`src/rtl/snake_head_ctrl.sv`:
```
// snake_head_ctrl: snake head FSM that computes the next cell, checks for collisions, commits the move and tracks length.
module snake_head_ctrl #(
  parameter int MAX_LEN   = 128,
  parameter int START_LEN = 3
) (
  input  logic       clk,
  input  logic       aclr,
  input  logic       start,
  input  logic       tick,
  input  logic [1:0] dir_req,
  input  logic       dir_valid,
  input  logic [7:0] food_cell,
  input  logic       probe_occupied,
  output logic [7:0] probe_cell,
  output logic [7:0] head_cell,
  output logic       head_wr,
  output logic       tail_rd,
  output logic [7:0] length,
  output logic       ate,
  output logic       dead
);
  localparam logic [2:0] S_IDLE   = 3'd0;
  localparam logic [2:0] S_RUN    = 3'd1;
  localparam logic [2:0] S_CALC   = 3'd2;
  localparam logic [2:0] S_CHECK  = 3'd3;
  localparam logic [2:0] S_COMMIT = 3'd4;
  localparam logic [2:0] S_DEAD   = 3'd5;
  localparam logic [7:0] L_MAX    = 8'(MAX_LEN);
  localparam logic [7:0] L_START  = 8'(START_LEN);

  logic [2:0] r_st;
  logic [7:0] r_head, r_probe, r_len;
  logic [1:0] r_cur_dir, r_pend_dir, r_mv_dir;
  logic       r_head_wr, r_tail_rd, r_ate;
  logic [3:0] w_x, w_y;
  logic [7:0] w_next;
  logic       w_oob, w_eat, w_grow;

  always_comb begin
    w_x    = r_head[3:0];
    w_y    = r_head[7:4];
    w_next = (r_pend_dir == 2'b00) ? {w_y - 4'd1, w_x} :
             (r_pend_dir == 2'b01) ? {w_y, w_x + 4'd1} :
             (r_pend_dir == 2'b10) ? {w_y + 4'd1, w_x} : {w_y, w_x - 4'd1};
    w_oob  = (r_pend_dir == 2'b00) ? (w_y == 4'd0)  :
             (r_pend_dir == 2'b01) ? (w_x == 4'd15) :
             (r_pend_dir == 2'b10) ? (w_y == 4'd15) : (w_x == 4'd0);
    w_eat  = (r_probe == food_cell);
    w_grow = w_eat && (r_len < L_MAX);
  end

  // r_mv_dir remembers the direction actually used, since pend_dir may change between CALC and commit
  always_ff @(posedge clk or posedge aclr) begin
    if (aclr) begin
      r_st       <= S_IDLE;
      r_head     <= 8'h02;
      r_probe    <= 8'h02;
      r_len      <= L_START;
      r_cur_dir  <= 2'b01;
      r_pend_dir <= 2'b01;
      r_mv_dir   <= 2'b01;
      r_head_wr  <= 1'b0;
      r_tail_rd  <= 1'b0;
      r_ate      <= 1'b0;
    end else begin
      r_head_wr <= 1'b0;
      r_tail_rd <= 1'b0;
      r_ate     <= 1'b0;
      if (dir_valid && r_st != S_DEAD && dir_req != (r_cur_dir ^ 2'b10))
        r_pend_dir <= dir_req;
      case (r_st)
        S_IDLE:  r_st <= start ? S_RUN : S_IDLE;
        S_RUN:   r_st <= tick ? S_CALC : S_RUN;
        S_CALC: begin
          r_probe  <= w_next;
          r_mv_dir <= r_pend_dir;
          r_st     <= w_oob ? S_DEAD : S_CHECK;
        end
        S_CHECK: begin
          if (probe_occupied) r_st <= S_DEAD;
          else begin
            r_st      <= S_COMMIT;
            r_head    <= r_probe;
            r_cur_dir <= r_mv_dir;
            r_head_wr <= 1'b1;
            r_ate     <= w_eat;
            r_tail_rd <= !w_grow;
            if (w_grow) r_len <= r_len + 8'd1;
          end
        end
        S_COMMIT: r_st <= S_RUN;
        default:  r_st <= S_DEAD;
      endcase
    end
  end

  assign probe_cell = r_probe;
  assign head_cell  = r_head;
  assign head_wr    = r_head_wr;
  assign tail_rd    = r_tail_rd;
  assign length     = r_len;
  assign ate        = r_ate;
  assign dead       = (r_st == S_DEAD);
endmodule

```
`config.mk`:
```
export PLATFORM = sky130hd
export DESIGN_NAME = snake_head_ctrl
export DESIGN_NICKNAME = d
export VERILOG_FILES = /design/src/rtl/snake_head_ctrl.sv
export SDC_FILE = /design/constraint.sdc
export NUM_CORES = 1
export LEC_CHECK = 0
export BUFFER_PORTS_ARGS = -buffer_cell sky130_fd_sc_hd__buf_2
export CAP_MARGIN = 20
export CORE_MARGIN = 2
export CORE_UTILIZATION = 56
export DETAILED_ROUTE_END_ITERATION = 12
export PLACE_DENSITY_LB_ADDON = 0.1
export SYNTH_ARGS = -nofsm -noshare
export SYNTH_HDL_FRONTEND = slang
export SYNTH_SLANG_ARGS = --single-unit
```
`constraint.sdc`:
```
create_clock -name clk -period 5.6 [get_ports clk]
set_input_delay 0.28 -clock clk [delete_from_list [all_inputs] [get_ports clk]]
set_output_delay 0.28 -clock clk [all_outputs]
set_load 0.05 [all_outputs]
```
After elaboration in Yosys (flattened, before gate mapping)
Cells that the tools add are included.
{ "op_classes": {"bitwise_logic": 2, "magnitude_cmp": 1, "n_mux": 17, "reduce_logical": 10, "eq_ne": 12, "n_addsub": 5} }
{ "op_table": {"columns": ["operator", "count"], "rows": [
  ["$mux W8", 3],
  ["$pmux W3 S5", 1],
  ["$mux W1", 11],
  ["$add A4 B1 Y4 const B", 2],
  ["$add A8 B1 Y8 const B", 1],
  ["$eq A4 B4 Y1 const B", 2],
  ["$eq A8 B8 Y1", 1],
  ["$logic_not A4 Y1", 2],
  ["$lt A8 B8 Y1 const B", 1],
  ["$sub A4 B1 Y4 const B", 2],
  ["$eq A3 B2 Y1 const B", 2],
  ["$eq A3 B3 Y1 const B", 2],
  ["$eq A3 B1 Y1 const B", 1],
  ["$logic_and A1 B1 Y1", 3],
  ["$logic_not A3 Y1", 1],
  ["$mux W3", 1],
  ["$ne A3 B3 Y1 const B", 1],
  ["$reduce_and A3 Y1", 1],
  ["$eq A2 B1 Y1 const B", 1],
  ["$eq A2 B2 Y1 const B", 1],
  ["$logic_not A2 Y1", 1],
  ["$mux W2", 1],
  ["$ne A2 B2 Y1", 1],
  ["$not A1 Y1", 2],
  ["other kinds (2)", 2]
]} }
{ "word_totals": {"word_cells": 57, "output_inout_bits": 28, "input_bits": 16, "register_bits": 36} }

Depth between registers and ports, before layout
Gate-level depths: netlist of run 1.
{ "depth": {"depth_word": 6, "mapped_depth": 7, "depth_no_buf": 7} }

Least setup slack after synthesis of run 1
Ideal clock, no wire load.
{ "synth_path": {"path_kind": "register -> register", "from": "register r_probe[3] (netlist: probe_cell[3])", "to": "register r_len[5] (netlist: length[5])", "slack_ns": 3.387, "path_buffers": 0, "period_less_slack_ns": 2.213, "arrival_time_ns": 2.131, "required_time_ns": 5.518, "path_stages_with_launch": 6, "setup_ns": 0.082, "path_cell_list": "dfrtp_1 xor2_1 or4_4 or4_4 nor2_2 xor2_1"} }
{ "synth_between": {"elab_chain_len": 3} }
{ "synth_lines": {"columns": ["element", "line", "source"], "rows": [
  ["from (decl)", "32", "logic [7:0] r_head, r_probe, r_len;"],
  ["from (signal assigned)", "75", "r_probe <= w_next;"],
  ["$eq A8 B8 Y1", "48", "w_eat = (r_probe == food_cell);"],
  ["$logic_and A1 B1 Y1", "49", "w_grow = w_eat && (r_len < L_MAX);"],
  ["$reduce_and A3 Y1 (no source line)", null, null],
  ["to (signal assigned)", "88", "if (w_grow) r_len <= r_len + 8'd1;"],
  ["to (decl)", "32", null]
]} }
No other way between the ends.
A chain may end at the register's enable or synchronous reset.

Worst setup path after layout of run 1
{ "layout_path": {"from": "register r_probe[0] (netlist: probe_cell[0])", "to": "register r_len[4] (netlist: length[4])"} }
Same word-level chain as after synthesis.

==> metrics.cfg, run 1 <==
[grt]
antenna_found_initial = 0
grt_pass1_wl_mm = 6.07
grt_overflow_total = 0
grt_max_degree = 37
grt_usage_pct = 22.2
grt_pass1_vias = 1384

[drt]
vias = 1454
viasPerCell = 5.27
totalWireLength_mm = 3.66
wl_per_cell_um = 13.3
final_antenna_net_count = 0
firstDrtPassIters = 4
drt_iter0_markers = 59
drc_errors = 0

[placed_design]
routabilityCongestion = 0.777
placedCellCount = 268
dp_hpwl_mm = 2.70
port_buffers = 43

[sta]
fmaxAchievable_mhz = 492
fin_tns_setup_ns = 0
max_slew_margin_pct = 64.8
fin_skew_ns = 0.0125
post-route-period-util_pct = 36.3
slew_violations = 0
period_minus_slack_ns = 2.03
hold_violations = 0
finalSetupViolations = 0
holdWs_ns = 0.0276
rsz0062_at_grt = no
worst_pin_slew_ns = 0.526

[yosys]
synth_top_family_by_area = simple AND/OR/NAND/NOR gates
yosys.area_share.adder_pct = 3.39
synth.top_cell.area_share_pct = 39.3
yosysMostFrequentCell = nand2_1
synth_compound_area_share_pct = 9.91
synth_edf_count = 0
ys_async_sr_fraction_pct = 100
netlist_area_sq_um = 1840
synthSimpleGateAreaFrac_pct = 18.2
synthTopCellsByCount = 31 x nand2_1, 29 x dfrtp_1, 19 x o21ai_0
yosys_warnings = 0
ys.flop_type = dfrtp_1
synthMuxAreaShare_pct = 4.82
ys_types = 35
syn-num-nets = 207
seq_area_frac_synth_pct = 49.3
yosys_register_bits = 36
yosysTopAreaCell = dfrtp_1
synthXorXnorAreaFrac_pct = 11.4
avgSynthCellArea_sq_um = 9.92
ys_top_cells_by_area = dfrtp_1 39%, dfstp_2 10%, nand2_1 6.3%, xnor2_1 6.2%, xor2_1 5.2%
postSynthCellCount = 186

[clocking]
insertion_delay_ns = 0.33
path_clk_slew_ns = 0.10
ctsResizeCount = 0
cts_hold_buf = 0
clock_sinks = 36
cts.htree.levels = 2
cts_buffers = 5
clockRootBuffer = clkbuf_4
cts_tree = yes
clock_path_buffers = 2
cts_setup_buffers = 0

[critical_path]
crit_path_top_delay_cell = or4_4
end_kind = flop
worstPathCellList = xor2_1 -> or4_4 -> nor4_2 -> nand4_1 -> xnor2_1
reg2reg_slack_ns = 3.57
worstSetupStartpointType = flop
critical_path.max_stage_delay_ns = 0.53
path_buf_inv = 0
critPathRequiredTime_ns = 5.83
worstSetupPathType = reg2reg
crit_family = simple AND/OR/NAND/NOR gates
cp_max_fo = 5
worstPathArrival_ns = 2.26

[power_and_ir_drop]
ir_drop_mv = 0.307
power_leakage_nw = 1.09
finalPower_w = 0.00118
powerDensity_nw_per_um2 = 546

[floorplan]
num_io_pins = 44
core-area_sq_um = 3100
initial_utilization_pct = 59.4
die_area_sq_um = 3770
rows = 20
fp.dieW_um = 61.4
die_height_um = 61.4

[cells_and_area]
nNetsFinal = 252
fill_cells = 264
area_growth_pct = 17.0
antenna_cells = 0
drive_gt1_share_pct = 30.2
finish.utilization_pct = 69.5
final_cells = 276

[flow_run]
drv_cap = 0

[run_status]
status = finished, final reports clean

[min_path]
hold_class = in2async

[cells by family after synthesis]
group,count (synthesis)
adders and majority gates,5
DFF,36
buffers and inverters,14
muxes,8
and+or+nand+nor,66
AOI/OAI and AO/OA,33
xor gates and xnor gates,24
[tightest hold or removal path: cells and delay by family]
kind / cells / cell delay (ns)
buffers and inverters: 3 / 0.52
[area by class of cell]
type / instances / area [sq um] / area share [%]
Tap cell: 44 / 55.1 / 2.55
Timing Repair Buffer: 45 / 230 / 10.7
Sequential cell: 36 / 910 / 42.2
Inverter: 7 / 26.3 / 1.22
Clock inverter: 1 / 5.00 / 0.232
Multi-Input combinational cell: 136 / 886 / 41.1
Clock buffer: 7 / 45.0 / 2.09
[cell usage in the layout, fill, tap and decap left out, drive strengths merged, types with 3 or more instances in the layout]
master	synthesis	layout
nand3	3	3
nand2	31	31
mux2	7	7
xnor2	13	13
buf	4	45
a21oi	8	8
clkbuf	3	7
dfstp	7	7
and3	4	4
nand2b	3	3
or4	3	3
nand4	4	4
dfrtp	29	29
ha	5	5
xor2	11	11
inv	7	7
o21ai	19	19
nor2	10	10
[flip-flops by register name, indices dropped and copies added (netlist names)]
name / cells
r_cur_dir: 2
r_pend_dir: 2
r_st: 3
length: 8
probe_cell: 8
ate: 1
head_wr: 1
tail_rd: 1
head_cell: 8
r_mv_dir: 2
[through the flow]
stage	area, sq um	worst slack (ns)
floorplan	1840	3.39
global placement	2110	3.64
detailed placement	2110	3.60
CTS	2160	3.58
global route	2160	3.45
finish	2160	3.57
[worst paths after layout]
| path | startpoint | to | cells after the start |
|---|---|---|---|
| hold reg to reg | r_mv_dir[0]$_DFFE_PP1N_ | r_mv_dir[0]$_DFFE_PP1N_ | 2 |
| setup reg to reg | probe_cell[0]$_DFFE_PP0N_ | length[4]$_DFFE_PP0P_ | 5 |
| min in group clk | dir_req[0] | r_pend_dir[0]$_DFFE_PP1P_ | 3 |
| hold / removal | aclr | length[4]$_DFFE_PP0P_ | 3 |
| max in group asynchronous | aclr | length[0]$_DFFE_PP1P_ | 3 |
| setup / recovery | probe_cell[0]$_DFFE_PP0N_ | length[4]$_DFFE_PP0P_ | 5 |
[power breakdown]
part           total [W]  switching (W)  internal, W
Clock           0.000126      0.0000776    0.0000489
Sequential      0.000489       0.000133     0.000356
Combinational   0.000562       0.000365     0.000196
Total            0.00118       0.000576     0.000601
[layer usage]
metal  wire length, um  track usage [%]  part of all wire [%]  vias up
met4                44             8.21                   1.2        0
met5                 0                0                     0        -
met1              1710             28.9                    47      685
li1                  -                -                     -      726
met2              1740             37.1                    47       38
met3               176             4.20                   4.8        5
(Power assumes the default switching activity.)
==> run 2: changes to the inputs <==
--- a/config.mk
+++ b/config.mk
@@ -8,7 +8,7 @@
 export BUFFER_PORTS_ARGS = -buffer_cell sky130_fd_sc_hd__buf_2
 export CAP_MARGIN = 20
 export CORE_MARGIN = 2
-export CORE_UTILIZATION = 56
+export CORE_UTILIZATION = 48
 export DETAILED_ROUTE_END_ITERATION = 12
 export PLACE_DENSITY_LB_ADDON = 0.1
 export SYNTH_ARGS = -nofsm -noshare
==> constraint.sdc (replaced) <==
create_clock -name clk -period 1.8 [get_ports clk]
set_input_delay 0.09 -clock clk [delete_from_list [all_inputs] [get_ports clk]]
set_output_delay 0.09 -clock clk [all_outputs]
set_load 0.05 [all_outputs]
==> run 2 against run 1 <==
Compared with the run above:
- the run now ends with setup timing left
- global-route usage about the same
- register-to-register slack got worse by 3.7 ns
- critical endpoint is now length[5]$_DFFE_PP0P_
- via count increased by 5.4%
==> metrics.cfg, run 2 (synthesized netlist as in run 1, its figures left out) <==
[clocking]
clock_path_buffers = 2
path_clk_slew_ns = 0.08
insertion_delay_ns = 0.30
clockRootBuffer = clkbuf_8
cts_tree = yes
cts.htree.levels = 2
cts_buffers = 5
clock_sinks = 36

[sta]
fin_skew_ns = 0.00800
finalSetupViolations = 5
period_minus_slack_ns = 1.91
rsz0062_at_grt = yes
fmaxAchievable_mhz = 523
max_slew_margin_pct = 64.3
worst_pin_slew_ns = 0.534
holdWs_ns = 0.0244
fin_ws_ns = -0.114
post-route-period-util_pct = 106
slew_violations = 0
hold_violations = 0

[min_path]
hold_depth = 3
hold_class = in2reg

[grt]
grt_usage_pct = 22.2
grt_overflow_total = 0
grt_max_degree = 25
antenna_found_initial = 0
grt_pass1_wl_mm = 7.25
grt_pass1_vias = 1593

[critical_path]
reg2regPathDepth = 5
worstSetupStartpointType = flop
worstSetupPathType = reg2reg
end_kind = flop
worstPathArrival_ns = 2.14
critPathRequiredTime_ns = 2.03
cp_max_fo = 3

[drt]
firstDrtPassIters = 4
viasPerCell = 5.21
wl_per_cell_um = 14.3
drc_errors = 0
vias = 1532
drt_iter0_markers = 54
totalWireLength_mm = 4.20
final_antenna_net_count = 0

[floorplan]
initial_utilization_pct = 50.0
fp.dieW_um = 66.0
core-area_sq_um = 3690
die_height_um = 66.0
num_io_pins = 44
die_area_sq_um = 4350
rows = 22

[placed_design]
place_ws_ns = -0.0936
dp_hpwl_mm = 3.05
port_buffers = 43
routabilityCongestion = 0.841
place_area_sq_um = 2220

[power_and_ir_drop]
powerDensity_nw_per_um2 = 1780
ir_drop_mv = 1.02
power_leakage_nw = 1.18

[run_status]
violations = setup timing
status = finished, violations left

[cells_and_area]
final_cell_area_sq_um = 2360
nNetsFinal = 266
final_common_cell = buf_2
final_cell_mix = 43 x buf_2, 31 x nand2_1, 25 x dfrtp_1, 19 x o21ai_0, 15 x buf_4
antenna_cells = 0
area_growth_pct = 27.7
drive_gt1_share_pct = 36.6

[flow_run]
drv_cap = 0

-- run 2: final timing paths --
| kind | startpoint | to | slack [ns] |
|---|---|---|---|
| max | probe_cell[6]$_DFFE_PP0N_ | length[5]$_DFFE_PP0P_ | -0.11 |
| min | dir_req[0] | r_pend_dir[0]$_DFFE_PP1P_ | 0.02 |
| max reg2reg | probe_cell[6]$_DFFE_PP0N_ | length[5]$_DFFE_PP0P_ | -0.11 |
| min reg2reg | r_mv_dir[0]$_DFFE_PP1N_ | r_mv_dir[0]$_DFFE_PP1N_ | 0.46 |
| max in group asynchronous | aclr | r_cur_dir[0]$_DFFE_PP1P_ | 1.09 |
| min in group asynchronous | aclr | length[5]$_DFFE_PP0P_ | 0.34 |
-- run 2: repair_timing --
item | CTS | global route
endpoints found under the hold margin | 29 | 0
pin swaps | 3 | 3
cloned | 0 | 0
hold buffers | 1 | 0
buffers inserted | 0 | 1
setup endpoints to repair | 7 | 9
resized for setup | 0 | 2
-- run 2: report_power, final --
part           switching, W  internal (W)
Combinational       0.00130      0.000754
Sequential         0.000315       0.00111
Clock              0.000310      0.000410
-- run 2: metal layers --
metal | vias to the layer above | GRT usage, % | part of all wire (%)
met2 | 34 | 38.3 | 50
li1 | 750 | - | -
met1 | 742 | 26.7 | 45
met5 | - | 0 | 0
met3 | 6 | 6.13 | 3.9
met4 | 0 | 7.40 | 1.6
-- run 2: stage by stage --
step | instances | power (W) | TNS (ns) | utilization [%]
floorplan | 186 | 0.00287 | -1.05 | -
global placement | 284 | 0.00339 | -0.100 | 60.1
detailed placement | 284 | 0.00346 | -0.346 | 60.1
CTS | 293 | 0.00419 | -0.468 | 63.4
global route | 294 | 0.00448 | -0.736 | 63.9
finish | 294 | 0.00420 | -0.239 | 63.9
-- run 2: layout make-up --
class,count,area (sq um)
Timing Repair Buffer,59,338
Sequential cell,36,915
Tap cell,48,60.1
Inverter,7,26.3
Multi-Input combinational cell,136,906
Clock buffer,5,68.8
Fill cell,326,1330
Clock inverter,3,42.5
-- run 2: worst max-delay path, stage by stage, from the launching register on --
cell,delay [ns]
dfrtp_2,0.42
xor2_1,0.16
or4_4,0.56
or4_4,0.47
nor2_4,0.10
xor2_1,0.14
==> run 3: changes to the inputs <==
--- a/config.mk
+++ b/config.mk
@@ -5,10 +5,12 @@
 export SDC_FILE = /design/constraint.sdc
 export NUM_CORES = 1
 export LEC_CHECK = 0
+export ABC_AREA = 1
+export ABC_CLOCK_PERIOD_IN_PS = 1800
 export BUFFER_PORTS_ARGS = -buffer_cell sky130_fd_sc_hd__buf_2
 export CAP_MARGIN = 20
 export CORE_MARGIN = 2
-export CORE_UTILIZATION = 48
+export CORE_UTILIZATION = 49
 export DETAILED_ROUTE_END_ITERATION = 12
 export PLACE_DENSITY_LB_ADDON = 0.1
 export SYNTH_ARGS = -nofsm -noshare
==> run 3 against run 2 <==
Compared with the run above:
- the run now ends clean
- largest power group unchanged
- design area increased by 3.3%
- sequential cell count stayed put
- setup slack better by 0.39 ns
- synthesized area increased by 11%
- sequential share of layout area decreased by 1.5 points
- first-iteration DRC count up 140%
- clock power is 2% lower
- clock skew is 0.0026 ns lower
- highest routed layer unchanged
- fmax increased by 25%
==> metrics.cfg, run 3 <==
[yosys]
syn-num-nets = 287
netlist_area_sq_um = 2050
ys.flop_type = dfrtp_1
synth_edf_count = 0
postSynthCellCount = 266
ys_types = 32
yosysTopAreaCell = dfrtp_1
ys_top_cells_by_area = dfrtp_1 35%, nand2_1 16%, dfstp_2 9.0%, inv_1 6.2%, o21ai_0 5.1%
yosys_warnings = 0
ys_async_sr_fraction_pct = 100
avgSynthCellArea_sq_um = 7.72
seq_area_frac_synth_pct = 44.3
yosysMostFrequentCell = nand2_1
yosys_register_bits = 36
synthTopCellsByCount = 86 x nand2_1, 34 x inv_1, 29 x dfrtp_1
synth.top_cell.area_share_pct = 35.3

[min_path]
worstHoldEndpoint = r_st[0]$_DFF_PP0_
min-delay-start = start
hold_depth = 3
hold_class = in2reg

[floorplan]
num_io_pins = 44
initial_utilization_pct = 51.0
rows = 23
core-area_sq_um = 4030
die_height_um = 68.8
fp.dieW_um = 68.8
die_area_sq_um = 4730

[sta]
max_slew_margin_pct = 69.3
fin_ws_ns = 0.273
fmaxAchievable_mhz = 655
rsz0062_at_grt = no
fin_tns_setup_ns = 0
post-route-period-util_pct = 84.8
period_minus_slack_ns = 1.53
slew_violations = 0
finalSetupViolations = 0
worst_pin_slew_ns = 0.461
hold_violations = 0
fin_skew_ns = 0.00536

[flow_run]
drv_cap = 0

[grt]
grt_max_degree = 37
grt_pass1_wl_mm = 7.22
grt_overflow_total = 0
grt_usage_pct = 20.7
antenna_found_initial = 0
grt_pass1_vias = 1618

[critical_path]
reg2regPathDepth = 9
reg2reg_slack_ns = 0.27
end_kind = flop
worstSetupStartpointType = flop
r2r-end = length[6]$_DFFE_PP0P_
worstSetupPathType = reg2reg
worstPathArrival_ns = 1.70
r2r-start = probe_cell[1]$_DFFE_PP1N_
critPathRequiredTime_ns = 1.98
cp_max_fo = 10

[clocking]
cts_hold_buf = 1
cts.htree.levels = 2
clockRootBuffer = clkbuf_8
cts_tree = yes
insertion_delay_ns = 0.29
cts_buffers = 5
clock_sinks = 36
path_clk_slew_ns = 0.07
ctsResizeCount = 0
clock_path_buffers = 2
cts_setup_buffers = 0

[power_and_ir_drop]
power_leakage_nw = 1.33
ir_drop_mv = 0.814
powerDensity_nw_per_um2 = 1640

[cells_and_area]
final_common_cell = nand2_1
drive_gt1_share_pct = 23.5
area_growth_pct = 18.5
final_cells = 365
final_cell_mix = 86 x nand2_1, 43 x buf_2, 34 x inv_1, 29 x dfrtp_1, 21 x o21ai_0
nNetsFinal = 335
final_cell_area_sq_um = 2430
antenna_cells = 0

[drt]
totalWireLength_mm = 4.34
firstDrtPassIters = 4
vias = 1820
viasPerCell = 4.99
final_antenna_net_count = 0
wl_per_cell_um = 11.9
drt_iter0_markers = 130
drc_errors = 0

[placed_design]
port_buffers = 43
placedCellCount = 356
dp_hpwl_mm = 3.18
place_area_sq_um = 2320
routabilityCongestion = 0.814
place_ws_ns = 0.277

[run_status]
status = finished, final reports clean

run 3: cell types whose count changed in the layout (fill, tap and decap cells not counted), sizes merged, moves of 10 or more:
cell	before	now
nand2	31	87
inv	7	40
buf	58	46
nand4	4	16
xnor2	13	3
run 3: worst max-delay path by stage:
stage	from	to	slack (ns)
after detailed placement	probe_cell[1]$_DFFE_PP1N_	length[5]$_DFFE_PP0P_	0.28
after CTS	probe_cell[1]$_DFFE_PP1N_	length[5]$_DFFE_PP0P_	0.27
after global routing	probe_cell[1]$_DFFE_PP1N_	length[3]$_DFFE_PP0P_	0.16
after floorplan	r_st[1]$_DFF_PP0_	r_pend_dir[0]$_DFFE_PP1P_	0.13
after global placement	probe_cell[1]$_DFFE_PP1N_	length[2]$_DFFE_PP0P_	0.35
final	probe_cell[1]$_DFFE_PP1N_	length[6]$_DFFE_PP0P_	0.27
run 3: area by class of cell:
cell class	instances	area, sq um
clock buffer	6	72.6
clock inverter	2	35.0
fill	394	1590
inverter	41	154
multi-input combinational	183	953
sequential	36	910
tap	50	62.6
timing repair buffer	47	248
run 3: report_power, final:
part / switching [W] / internal, W
registers: 0.000307 / 0.00111
clock network: 0.000297 / 0.000411
logic: 0.00135 / 0.000525
total: 0.00195 / 0.00205
run 3: per-layer routing:
| layer | GRT usage (%) | share of wire [%] |
|---|---|---|
| met1 | 28.0 | 49 |
| met2 | 33.4 | 46 |
| met3 | 5.52 | 4.4 |
| met4 | 4.41 | 0.81 |
| met5 | 0 | 0 |
run 3: logic make-up after synthesis:
group	synth area share, %
AOI/OAI and AO/OA	8.59
xor gates and xnor gates	2.98
adders and majority gates	3.05
buffers and inverters	9.32
DFF	44.3
and+or+nand+nor	31.8
run 3: critical path: stages (launching register included):
cell     delay [ns]
dfstp_2        0.55
inv_1          0.05
nand2_1        0.05
nand2_1        0.04
nor2_1         0.09
nand2_1        0.15
nor2_8         0.20
nand3_4        0.14
nand2_1        0.09
nand2_1        0.05
run 3: stage by stage:
stage / total power (W) / hold WS, ns / util [%]
floorplan: 0.00289 / 0.219 / -
finish: 0.00399 / 0.0451 / 60.4
global placement: 0.00328 / 0.217 / 57.5
CTS: 0.00403 / 0.0462 / 60.4
detailed placement: 0.00331 / 0.224 / 57.5
global route: 0.00432 / 0.0683 / 60.4
